## src/rtl/video_pkg.sv

```systemverilog
// -----------------------------------------------------------------------------
// video_pkg
// Shared constants and types for the video output path: sync decode match
// values, the nominal byte period in 14M cycles, the video byte type and the
// sync decode helpers used at ld194 load time.
// -----------------------------------------------------------------------------
package video_pkg;

   // h_count_i[6:2] value that marks horizontal sync (H 0x4C..0x4F)
   localparam logic [4:0] H_SYNC_MATCH = 5'b10011;
   // v_count_i (vertical counter bits [8:3]) value that marks vertical sync
   localparam logic [5:0] V_SYNC_MATCH = 6'h3C;
   // 14M cycles between consecutive ld194 strobes on an active line
   localparam int unsigned BYTE_PERIOD = 14;

   // One byte fetched from video RAM: [6:0] dots LSB first, [7] half-dot delay
   typedef logic [7:0] vbyte_t;

   // Horizontal sync window decode; only the upper five counter bits matter
   function automatic logic hsync_decode(input logic [4:0] h_hi);
      return (h_hi == H_SYNC_MATCH);
   endfunction

   // Vertical sync window decode: V 0x1E0..0x1E3 (bit 2 of the counter clear)
   function automatic logic vsync_decode(input logic [5:0] v_hi, input logic vc);
      return (v_hi == V_SYNC_MATCH) & ~vc;
   endfunction

endpackage

```

## src/rtl/hires_serializer.sv

```systemverilog
// -----------------------------------------------------------------------------
// hires_serializer
// Holds the 7-bit dot shift register, the half-dot delay flag and a one-cycle
// delayed copy of the current dot. Produces the unregistered dot that the top
// level registers into pixel_o.
// Ports:
//   clock_14_i  in   14M master clock
//   reset_i     in   asynchronous active-high reset
//   clock_7_i   in   7M phase; a shift happens on edges where it is low
//   ld194_n_i   in   active-low load strobe (wins over shift)
//   data_i      in   video RAM byte
//   dot_o       out  selected dot (delayed or direct), optionally inverted
// -----------------------------------------------------------------------------
module hires_serializer
   import video_pkg::*;
#(
   parameter int unsigned HIRES_DELAY_EN = 1,
   parameter int unsigned PIXEL_INVERT   = 0
) (
   input  logic   clock_14_i,
   input  logic   reset_i,
   input  logic   clock_7_i,
   input  logic   ld194_n_i,
   input  vbyte_t data_i,
   output logic   dot_o
);

   localparam logic DELAY_EN = (HIRES_DELAY_EN != 0);
   localparam logic INVERT   = (PIXEL_INVERT != 0);

   logic [6:0] shreg_q;
   logic [6:0] shreg_d;
   logic       delay_q;
   logic       delay_d;
   // Previous cycle's shreg[0]; during a delayed byte this is what is shown,
   // so the first cycle of such a byte repeats the prior byte's last dot.
   logic       prev_dot_q;

   // Next-state: load overrides shift; shift only on the low 7M phase
   always_comb begin
      shreg_d = shreg_q;
      delay_d = delay_q;
      if (!ld194_n_i) begin
         shreg_d = data_i[6:0];
         delay_d = data_i[7] & DELAY_EN;
      end else if (!clock_7_i) begin
         shreg_d = {1'b0, shreg_q[6:1]};
      end else begin
         shreg_d = shreg_q;
      end
   end

   // Shift register, delay flag and delayed dot storage
   always_ff @(posedge clock_14_i or posedge reset_i) begin
      if (reset_i) begin
         shreg_q    <= 7'd0;
         delay_q    <= 1'b0;
         prev_dot_q <= 1'b0;
      end else begin
         shreg_q    <= shreg_d;
         delay_q    <= delay_d;
         prev_dot_q <= shreg_q[0];
      end
   end

   // Dot select: delayed bytes show the one-cycle-old dot
   always_comb begin
      if (delay_q) begin
         dot_o = prev_dot_q ^ INVERT;
      end else begin
         dot_o = shreg_q[0] ^ INVERT;
      end
   end

endmodule

```

## src/rtl/video_shifter.sv

```systemverilog
// -----------------------------------------------------------------------------
// video_shifter
// Receiving end of the video fetch timing. Serialises the RAM byte loaded at
// each ld194 strobe into a 14M mono hires pixel stream and aligns blanking and
// syncs with it.
// Ports:
//   clock_14_i  in   14M master clock
//   reset_i     in   asynchronous active-high reset
//   clock_7_i   in   7M phase, shift qualifier
//   ld194_n_i   in   active-low load strobe, one 14M cycle wide
//   data_i      in   video RAM byte (valid with the strobe)
//   blank_i     in   composite blanking for the byte being loaded
//   h_count_i   in   horizontal counter
//   v_count_i   in   vertical counter bits [8:3]
//   vc_i        in   vertical counter bit 2
//   pixel_o     out  serial pixel
//   blank_o     out  blanking aligned with pixel_o
//   hsync_o     out  horizontal sync, active high
//   vsync_o     out  vertical sync, active high
// -----------------------------------------------------------------------------
module video_shifter
   import video_pkg::*;
#(
   parameter int unsigned HIRES_DELAY_EN = 1,
   parameter int unsigned PIXEL_INVERT   = 0
) (
   input  logic       clock_14_i,
   input  logic       reset_i,
   input  logic       clock_7_i,
   input  logic       ld194_n_i,
   input  vbyte_t     data_i,
   input  logic       blank_i,
   input  logic [6:0] h_count_i,
   input  logic [5:0] v_count_i,
   input  logic       vc_i,
   output logic       pixel_o,
   output logic       blank_o,
   output logic       hsync_o,
   output logic       vsync_o
);

   logic dot_s;
   logic hs_s;
   logic vs_s;
   logic blank_q;
   logic blank_d;
   logic hs_q;
   logic hs_d;
   logic vs_q;
   logic vs_d;
   logic unused_h_lsb;

   // The two low horizontal bits do not take part in the sync window
   assign unused_h_lsb = ^h_count_i[1:0];

   hires_serializer #(
      .HIRES_DELAY_EN (HIRES_DELAY_EN),
      .PIXEL_INVERT   (PIXEL_INVERT)
   ) u_ser (
      .clock_14_i (clock_14_i),
      .reset_i    (reset_i),
      .clock_7_i  (clock_7_i),
      .ld194_n_i  (ld194_n_i),
      .data_i     (data_i),
      .dot_o      (dot_s)
   );

   // Sync decode of the counters presented with the strobe
   always_comb begin
      hs_s = hsync_decode(h_count_i[6:2]);
      vs_s = vsync_decode(v_count_i, vc_i);
   end

   // Byte attributes are captured only at load so they track the byte being shown
   always_comb begin
      blank_d = blank_q;
      hs_d    = hs_q;
      vs_d    = vs_q;
      if (!ld194_n_i) begin
         blank_d = blank_i;
         hs_d    = hs_s;
         vs_d    = vs_s;
      end else begin
         blank_d = blank_q;
         hs_d    = hs_q;
         vs_d    = vs_q;
      end
   end

   // Attribute capture and output registers
   always_ff @(posedge clock_14_i or posedge reset_i) begin
      if (reset_i) begin
         blank_q <= 1'b1;
         hs_q    <= 1'b0;
         vs_q    <= 1'b0;
         pixel_o <= 1'b0;
         blank_o <= 1'b1;
         hsync_o <= 1'b0;
         vsync_o <= 1'b0;
      end else begin
         blank_q <= blank_d;
         hs_q    <= hs_d;
         vs_q    <= vs_d;
         // Blanking forces black regardless of inversion
         pixel_o <= blank_q ? 1'b0 : dot_s;
         blank_o <= blank_q;
         hsync_o <= hs_q;
         vsync_o <= vs_q;
      end
   end

endmodule

```

## config.mk

```make
export PLATFORM = sky130hd
export DESIGN_NAME = video_shifter
export DESIGN_NICKNAME = d
export VERILOG_FILES = /design/src/rtl/video_pkg.sv /design/src/rtl/hires_serializer.sv /design/src/rtl/video_shifter.sv
export SDC_FILE = /design/constraint.sdc
export NUM_CORES = 1
export LEC_CHECK = 0
export ABC_AREA = 0
export ABC_CLOCK_PERIOD_IN_PS = 2530
export BUFFER_PORTS_ARGS = -buffer_cell sky130_fd_sc_hd__buf_2
export CORE_MARGIN = 2
export CORE_UTILIZATION = 46
export DETAILED_ROUTE_END_ITERATION = 6
export PLACE_DENSITY = 0.8
export SETUP_SLACK_MARGIN = 0.5
export SLEW_MARGIN = 20
export SYNTH_ARGS = -nofsm -noshare
export SYNTH_HDL_FRONTEND = slang
export SYNTH_HIERARCHICAL = 1
export SYNTH_SLANG_ARGS = --single-unit
```

## constraint.sdc

```tcl
create_clock -name clock_14_i -period 2.53 [get_ports clock_14_i]
set_input_delay 0.1265 -clock clock_14_i [delete_from_list [all_inputs] [get_ports clock_14_i]]
set_output_delay 0.1265 -clock clock_14_i [all_outputs]
set_load 0.05 [all_outputs]
```

; Word level (Yosys, flattened, before mapping)
; Cells that the tools add are included.
; Widths: inputs -> output; s select.
[word_totals]
reg_bits = 16
inputBits = 27
output_inout_bits = 4
word_cells = 19
[classes]
eq_ne = 3
muxes = 4
bitwise_logic = 2
[ops]
columns = operator, n
row1 = $mux 7, 2
row2 = $eq 6x6->1 const B, 1
row3 = $eq 5x5->1 const B, 1
row4 = $mux 1, 2
row5 = $ne 2x2->1 const B, 1
row6 = $and 1x1->1, 1
row7 = $not 1->1, 1

; Longest topological paths before layout
; Gate-level depths: netlist of run 1.
[depth]
ltp_word = 2
depth_mapped = 3
depth_no_buf = 2

; Hierarchy
; The synthesis of run 1 kept the hierarchy.
[modules_own_cells]
columns = module, instances, cells_each, area_each_um2, seq_area_each_um2
row1 = hires_serializer, 1, 35, 399.1, 225.2
row2 = video_shifter, 1, 17, 246.5, 177.7

; Worst setup path after synthesis of run 1
; Ideal clock, no wire load.
[synth_path]
kind = register to register
start = reg u_ser.delay_q
end = reg pixel_o
setup_ns = 0.118
arrival_ns = 0.751
required_time_ns = 2.412
slack_ns = 1.662
path_stages_with_launch = 3
path_buffers = 0
period_less_slack_ns = 0.868
path_cell_list = dfrtp_1 mux2_2 nor2b_1
[synth_between]
elab_chain_len = 2
[synth_lines]
columns = element, line_no
row1 = start: declaration, hires_serializer.sv:33  ; logic delay_q;
row2 = start signal: assignment, hires_serializer.sv:61  ; delay_q <= delay_d;
row3 = $mux 1, hires_serializer.sv:68  ; if (delay_q) begin
row4 = net dot_s, video_shifter.sv:42  ; logic dot_s;
row5 = $mux 1, video_shifter.sv:105  ; pixel_o <= blank_q ? 1'b0 : dot_s;
row6 = end signal: assignment, video_shifter.sv:105
row7 = end: declaration, video_shifter.sv:36  ; output logic pixel_o,
; The timed path passes the listed nets, and every way through them passes these cells.
; A chain may end at the register's enable or synchronous reset.

; Final worst setup path of run 1
[layout_path]
start = reg blank_o
end = out blank_o
[layout_lines]
columns = element, line_no
row1 = start: declaration, video_shifter.sv:37  ; output logic blank_o,
row2 = start signal: assignment, video_shifter.sv:106  ; blank_o <= blank_q;
; No word-level cell between the ends.

==> impl_metrics.tcl, run 1 <==
set metrics [dict create \
    grt_pass1_wl_mm 2.04 \
    final_util 0.647 \
    path_buf_inv 1 \
    post-route-period-util 0.464 \
    cts.reportedPaths.clkPinSlew_ns 0.09 \
    initial_core_util 0.496 \
    netlist_area_sq_um 646 \
    start_kind "register" \
    clk_path_buf_depth 2 \
    syn_avg_cell_area_sq_um 12.4 \
    dpl-instance-area_sq_um 786 \
    io_pins 31 \
    cts.sinks 16 \
    ys_seq_area_frac 0.624 \
    drive_gt1_frac 0.452 \
    fp.dieH_microns 41.5 \
    maxCapViolations 0 \
    n_antenna_cell 0 \
    total_power_mw 0.528 \
    slew_headroom 0.778 \
    fin_nets 112 \
    critical_path_class "register to primary output" \
    finalSetupTns_ns 0 \
    die_w_microns 41.5 \
    placed_cells 93 \
    slew_violations 0 \
    cp-end-kind "primary output" \
    setup_viol 0 \
    core-area_sq_mm 0.00130 \
    port_buffers 28 \
    cp_cell_sequence "buf_2" \
    tritoncts "yes" \
    skew_ns 0.00420 \
    p_per_area_mw_per_mm2 627 \
    ant_nets 0 \
    critPathMaxStageDelay_ns 0.52 \
    cellLeakagePower_nw 0.431 \
    die_area_sq_mm 0.00172 \
    cts_buffers 3 \
    syn2layout_area_growth_pct 30.4 \
    dp_hpwl_microns 925 \
    arrival_ns 1.05 \
    gp_congestion 0.677 \
    rsz0062_at_grt "no" \
    hp-class "primary input to register" \
    drt_iter0_drc 4 \
    netlist_top_cells_area "dfrtp_1, mux2i_1, dfstp_2" \
    min_period_ns 1.17 \
    n_fill_cell 108 \
    cts_root_buffer "clkbuf_4" \
    crit_path_max_fanout 1 \
    grt_start_max_net_pins 21 \
    fmax_mhz 853 \
    synth-seq-cells 16 \
    synth_cell_types 18 \
    fin_area_sq_um 842 \
    grt_pass1_vias 495 \
    crit_family "flip-flops" \
    antenna_found_initial 0 \
    ys_warn_count 6 \
    instances_no_fill 99 \
    routed_via_density 5.07 \
    h-tree-depth 1 \
    wl_per_cell_microns 11.6 \
    clock_latency_ns 0.27 \
    multi_input_area_sq_um 213 \
    cp_slowest_cell "dfstp_2" \
    num_vias 502 \
    drt_first_pass_iters 4 \
    seq_area_sq_um 403 \
    grt.total_usage 0.155 \
    crit_required_ns 2.40 \
    drc 0 \
    synth_cells 52 \
    tightest_slew_ns 0.334 \
    synthesis.nets 79 \
    gr-total-overflow 0 \
    peakVddDrop_v 0.000464 \
    final_hold_viol_count 0 \
    synth_top_cell_by_area "dfrtp_1" \
    synth_top_cell_area_share 0.543 \
    outcome "finished, final reports clean" \
    finalWirelength_mm 1.15 \
    num_rows 13 \
]
report_power, final:
group          switching [mW]  internal, mW
clock network          0.0720        0.0874
registers             0.00954         0.278
logic                  0.0440        0.0364
logic make-up after synthesis:
group | Yosys count | share of synthesized area
AOI/OAI and AO/OA | 9 | 0.0736
muxes | 9 | 0.145
buffers and inverters | 5 | 0.0465
and+or+nand+nor | 13 | 0.110
DFF | 16 | 0.624
what timing repair did:
item | 4_1_cts | 5_1_grt
hold buffers | 1 | 1
gates resized for setup | 0 | 0
buffers inserted | 0 | 0
endpoints found under the hold margin | 14 | 1
final cells by class:
type,instances,area share
Inverter,3,0.0134
Sequential cell,16,0.478
Tap cell,15,0.0223
Timing Repair Buffer,30,0.190
Clock buffer,4,0.0431
Multi-Input combinational cell,31,0.253
sequential cells by signal, indices dropped and copies added (netlist names):
signal and count:
vs_q 1, vsync_o 1, u_ser/shreg_q 7, pixel_o 1, u_ser/delay_q 1, hs_q 1
blank_o 1, hsync_o 1, blank_q 1, u_ser/prev_dot_q 1
routing by layer:
layer | routed length [microns] | up-vias | GRT usage | share of wire
met4 | 19 | 0 | 0.0968 | 0.017
met5 | 0 | - | 0 | 0
met3 | 52 | 2 | 0.0217 | 0.045
met1 | 438 | 240 | 0.183 | 0.38
li1 | - | 244 | - | -
met2 | 637 | 16 | 0.263 | 0.55
Yosys cell counts:
| cell | instances |
|---|---|
| a21oi_1 | 6 |
| buf_4 | 1 |
| buf_6 | 1 |
| dfrtp_1 | 14 |
| dfstp_2 | 2 |
| inv_1 | 3 |
| mux2_2 | 3 |
| mux2i_1 | 6 |
| nand2_1 | 2 |
| nand3_1 | 1 |
| nand4b_1 | 2 |
| nor2_1 | 5 |
| nor2_2 | 1 |
| nor2b_1 | 1 |
| o21ai_0 | 1 |
| o21ai_1 | 1 |
| o31ai_1 | 1 |
| or4b_1 | 1 |
final timing paths:
check                           cells after the start  slack [ns]                 startpoint                           end
worst max register to register                      2        1.62  u_ser/delay_q$_DFFE_PP0N_             pixel_o$_DFF_PP0_
min in group asynchronous                           3        0.33                    reset_i              hs_q$_DFFE_PP0N_
max in group asynchronous                           3        1.92                    reset_i  u_ser/shreg_q[5]$_DFFE_PP0P_
worst min register to register                      0        0.38        blank_q$_DFFE_PP1N_             blank_o$_DFF_PP1_
worst min-delay path                                3        0.08                  data_i[6]  u_ser/shreg_q[6]$_DFFE_PP0P_
worst max-delay path                                1        1.36          blank_o$_DFF_PP1_                       blank_o
metrics by stage:
stage	setup slack, ns	hold WS [ns]
2_1_floorplan	1.66	-0.0716
3_5_place_dp	1.44	0.0809
3_3_place_gp	1.45	0.0665
4_1_cts	1.34	0.00710
5_1_grt	1.32	0.0697
6_report	1.36	0.0845
layout by cell type (no fill, tap or decap):
cell and n:
nand2_1 2, clkbuf_8 1, inv_1 3, nor2b_1 1, clkbuf_4 3, dlygate4sd3_1 2
buf_2 28, dfstp_2 2, a21oi_1 6, mux2_2 3, or4b_1 1, nand3_1 1
o21ai_1 1, dfrtp_1 14, nor2_1 5, nand4b_1 2, nor2_2 1, mux2i_1 6
o31ai_1 1, o21ai_0 1
(Power assumes the default switching activity.)
==> run 2: changes to the inputs <==
- ABC_AREA: 0 -> 1
- ABC_CLOCK_PERIOD_IN_PS: 2530 -> 1000
- CORE_UTILIZATION: 46 -> 40
- PLACE_DENSITY: 0.8 -> 0.72
- clock period: 2.53 -> 1 ns (I/O delays scaled with it)
==> run 2 against run 1 <==
  * The run now ends with negative hold slack, negative setup slack left
  * Highest routed layer unchanged
  * Global-route usage is 0.51 points lower
  * First-iteration DRC count grew to 3.0 times the previous value
  * Clock-buffer cell count stayed put
  * Clock skew is 0.00056 ns lower
==> impl_metrics.tcl, run 2 <==
set metrics [dict create \
    path_buf_inv 1 \
    netlist_top_cells_area "dfrtp_1, nand2_1, nand3_1" \
    ys_warn_count 6 \
    most-common-layout-cells "nand2_1, buf_2, dfrtp_1" \
    rsz0062_at_grt "yes" \
    hp-class "primary input to async pin" \
    setup_ws_ns -0.0136 \
    grt_start_max_net_pins 12 \
    yosysMostFrequentCell "nand2_1" \
    crit_family "flip-flops" \
    cts.sinks 16 \
    final_hold_viol_count 24 \
    port_buffers 28 \
    grt_pass1_vias 539 \
    synth_edf_count 0 \
    finalWirelength_mm 1.35 \
    outcome "complete, but fails checks" \
    clk_path_buf_depth 2 \
    grt.total_usage 0.150 \
    finalSetupTns_ns -0.0136 \
    drt_iter0_drc 12 \
    wl_per_cell_microns 9.72 \
    routed_via_density 4.42 \
    synth_cells 83 \
    initial_core_util 0.418 \
    setup_viol 1 \
    cp_cell_sequence "buf_8" \
    crit_path_max_fanout 1 \
    dp_hpwl_mm 1.05 \
    cts_buffers 3 \
    io_pins 31 \
    synth-seq-cells 16 \
    maxCapViolations 0 \
    antenna_found_initial 0 \
    h-tree-depth 1 \
    core-area_sq_mm 0.00171 \
    whs_ns -0.318 \
    num_vias 614 \
    fp.dieH_microns 46.3 \
    skew_ns 0.00364 \
    gr-total-overflow 0 \
    drt_first_pass_iters 4 \
    grt_pass1_wl_mm 2.19 \
    clock_latency_ns 0.29 \
    slew_violations 0 \
    start_kind "register" \
    ys_seq_area_frac 0.564 \
    regMostFlops "u_ser/shreg_q" \
    synth_cell_types 15 \
    n_antenna_cell 0 \
    critical_path_class "register to primary output" \
    critPathMaxStageDelay_ns 0.54 \
    total_power_mw 1.39 \
    die_w_microns 46.3 \
    synth_top_cell_area_share 0.490 \
    final_util 0.571 \
    cellLeakagePower_nw 0.547 \
    num_rows 15 \
    placed_cells 135 \
    mostFrequentLayoutCell "nand2_1" \
    slew_headroom 0.775 \
    syn_avg_cell_area_sq_um 8.61 \
    fmax_mhz 987 \
    synthesis.nets 110 \
    crit_required_ns 0.95 \
    tightest_slew_ns 0.337 \
    min_period_ns 1.01 \
    cts.reportedPaths.clkPinSlew_ns 0.09 \
    cp_slowest_cell "dfstp_2" \
    synthArstFlopShare 1.00 \
    drive_gt1_frac 0.421 \
    ant_nets 0 \
    instances_no_fill 139 \
    fin_nets 142 \
    arrival_ns 0.96 \
    syn2layout_area_growth_pct 36.4 \
    die_area_sq_mm 0.00214 \
    synth_flop_cell "dfrtp_1" \
    largest_reg_flops 7 \
    post-route-period-util 1.01 \
    netlist_area_sq_um 714 \
    peakVddDrop_v 0.000733 \
    violations "negative hold slack, negative setup slack" \
    drc 0 \
    gp_congestion 0.726 \
    synth_top_cell_by_area "dfrtp_1" \
    cp-end-kind "primary output" \
    synth_common_cells "nand2_1, dfrtp_1, nand3_1" \
    tritoncts "yes" \
    p_per_area_mw_per_mm2 1430 \
    cts_root_buffer "clkbuf_4" \
]
-- run 2: cell types whose count changed after synthesis, moves of 2 or more --
cell and change:
mux2i_1 -6, nand4b_1 -2, nand3_1 +11, nand2_1 +31, inv_2 +2, mux2_2 -3
a21oi_1 -6, inv_1 +5
-- run 2: report_power, final --
part	total (mW)	switching, mW	leakage [nW]	internal, mW
sequential	0.733	0.0305	0.196	0.703
combinational	0.233	0.131	0.331	0.101
clock	0.425	0.203	0.0210	0.222
-- run 2: layout make-up --
| type | instances | area [sq um] |
|---|---|---|
| tap | 25 | 31.3 |
| fill | 154 | 733 |
| inverter | 10 | 37.5 |
| clock buffer | 4 | 36.3 |
| multi-input combinational | 55 | 275 |
| timing repair buffer | 29 | 188 |
| sequential | 16 | 407 |
-- run 2: path summary, 6_finish.rpt --
check | startpoint | end | slack, ns | cells after the start
worst max-delay path | blank_o$_DFF_PP1_ | blank_o | -0.01 | 1
worst min-delay path | reset_i | hs_q$_DFFE_PP0N_ | -0.32 | 2
worst max register to register | blank_q$_DFFE_PP1N_ | blank_q$_DFFE_PP1N_ | 0.25 | 2
worst min register to register | vs_q$_DFFE_PP0N_ | vsync_o$_DFF_PP0_ | 0.38 | 0
max in group asynchronous | reset_i | u_ser/delay_q$_DFFE_PP0N_ | 1.04 | 2
min in group clock_14_i | data_i[6] | u_ser/shreg_q[6]$_DFFE_PP0P_ | -0.05 | 3
-- run 2: what timing repair did --
item	in CTS	in global routing
buffers inserted	0	0
pin swaps	3	5
setup endpoints to repair	18	20
gates resized for setup	12	4
hold endpoints to repair	24	21
-- run 2: layer usage --
| layer | vias up | wire length, microns | GRT usage | share of wire |
|---|---|---|---|---|
| met3 | 5 | 54 | 0.0118 | 0.040 |
| met1 | 271 | 597 | 0.195 | 0.44 |
| met4 | 0 | 43 | 0.120 | 0.032 |
| met2 | 21 | 656 | 0.225 | 0.49 |
| li1 | 317 | - | - | - |
| met5 | - | 0 | 0 | 0 |
-- run 2: kinds of logic after synthesis --
group	share of synthesized area
and+or+nand+nor	0.350
AOI/OAI and AO/OA	0.00700
DFF	0.564
buffers and inverters	0.0788
-- run 2: metrics by stage --
| step | setup slack (ns) | instance area, sq um |
|---|---|---|
| 5_1_grt | -0.0450 | 975 |
| 6_report | -0.0136 | 975 |
| 4_1_cts | -0.0195 | 955 |
| 2_1_floorplan | 0.294 | 718 |
| 3_5_place_dp | 0.215 | 878 |
| 3_3_place_gp | 0.212 | 878 |
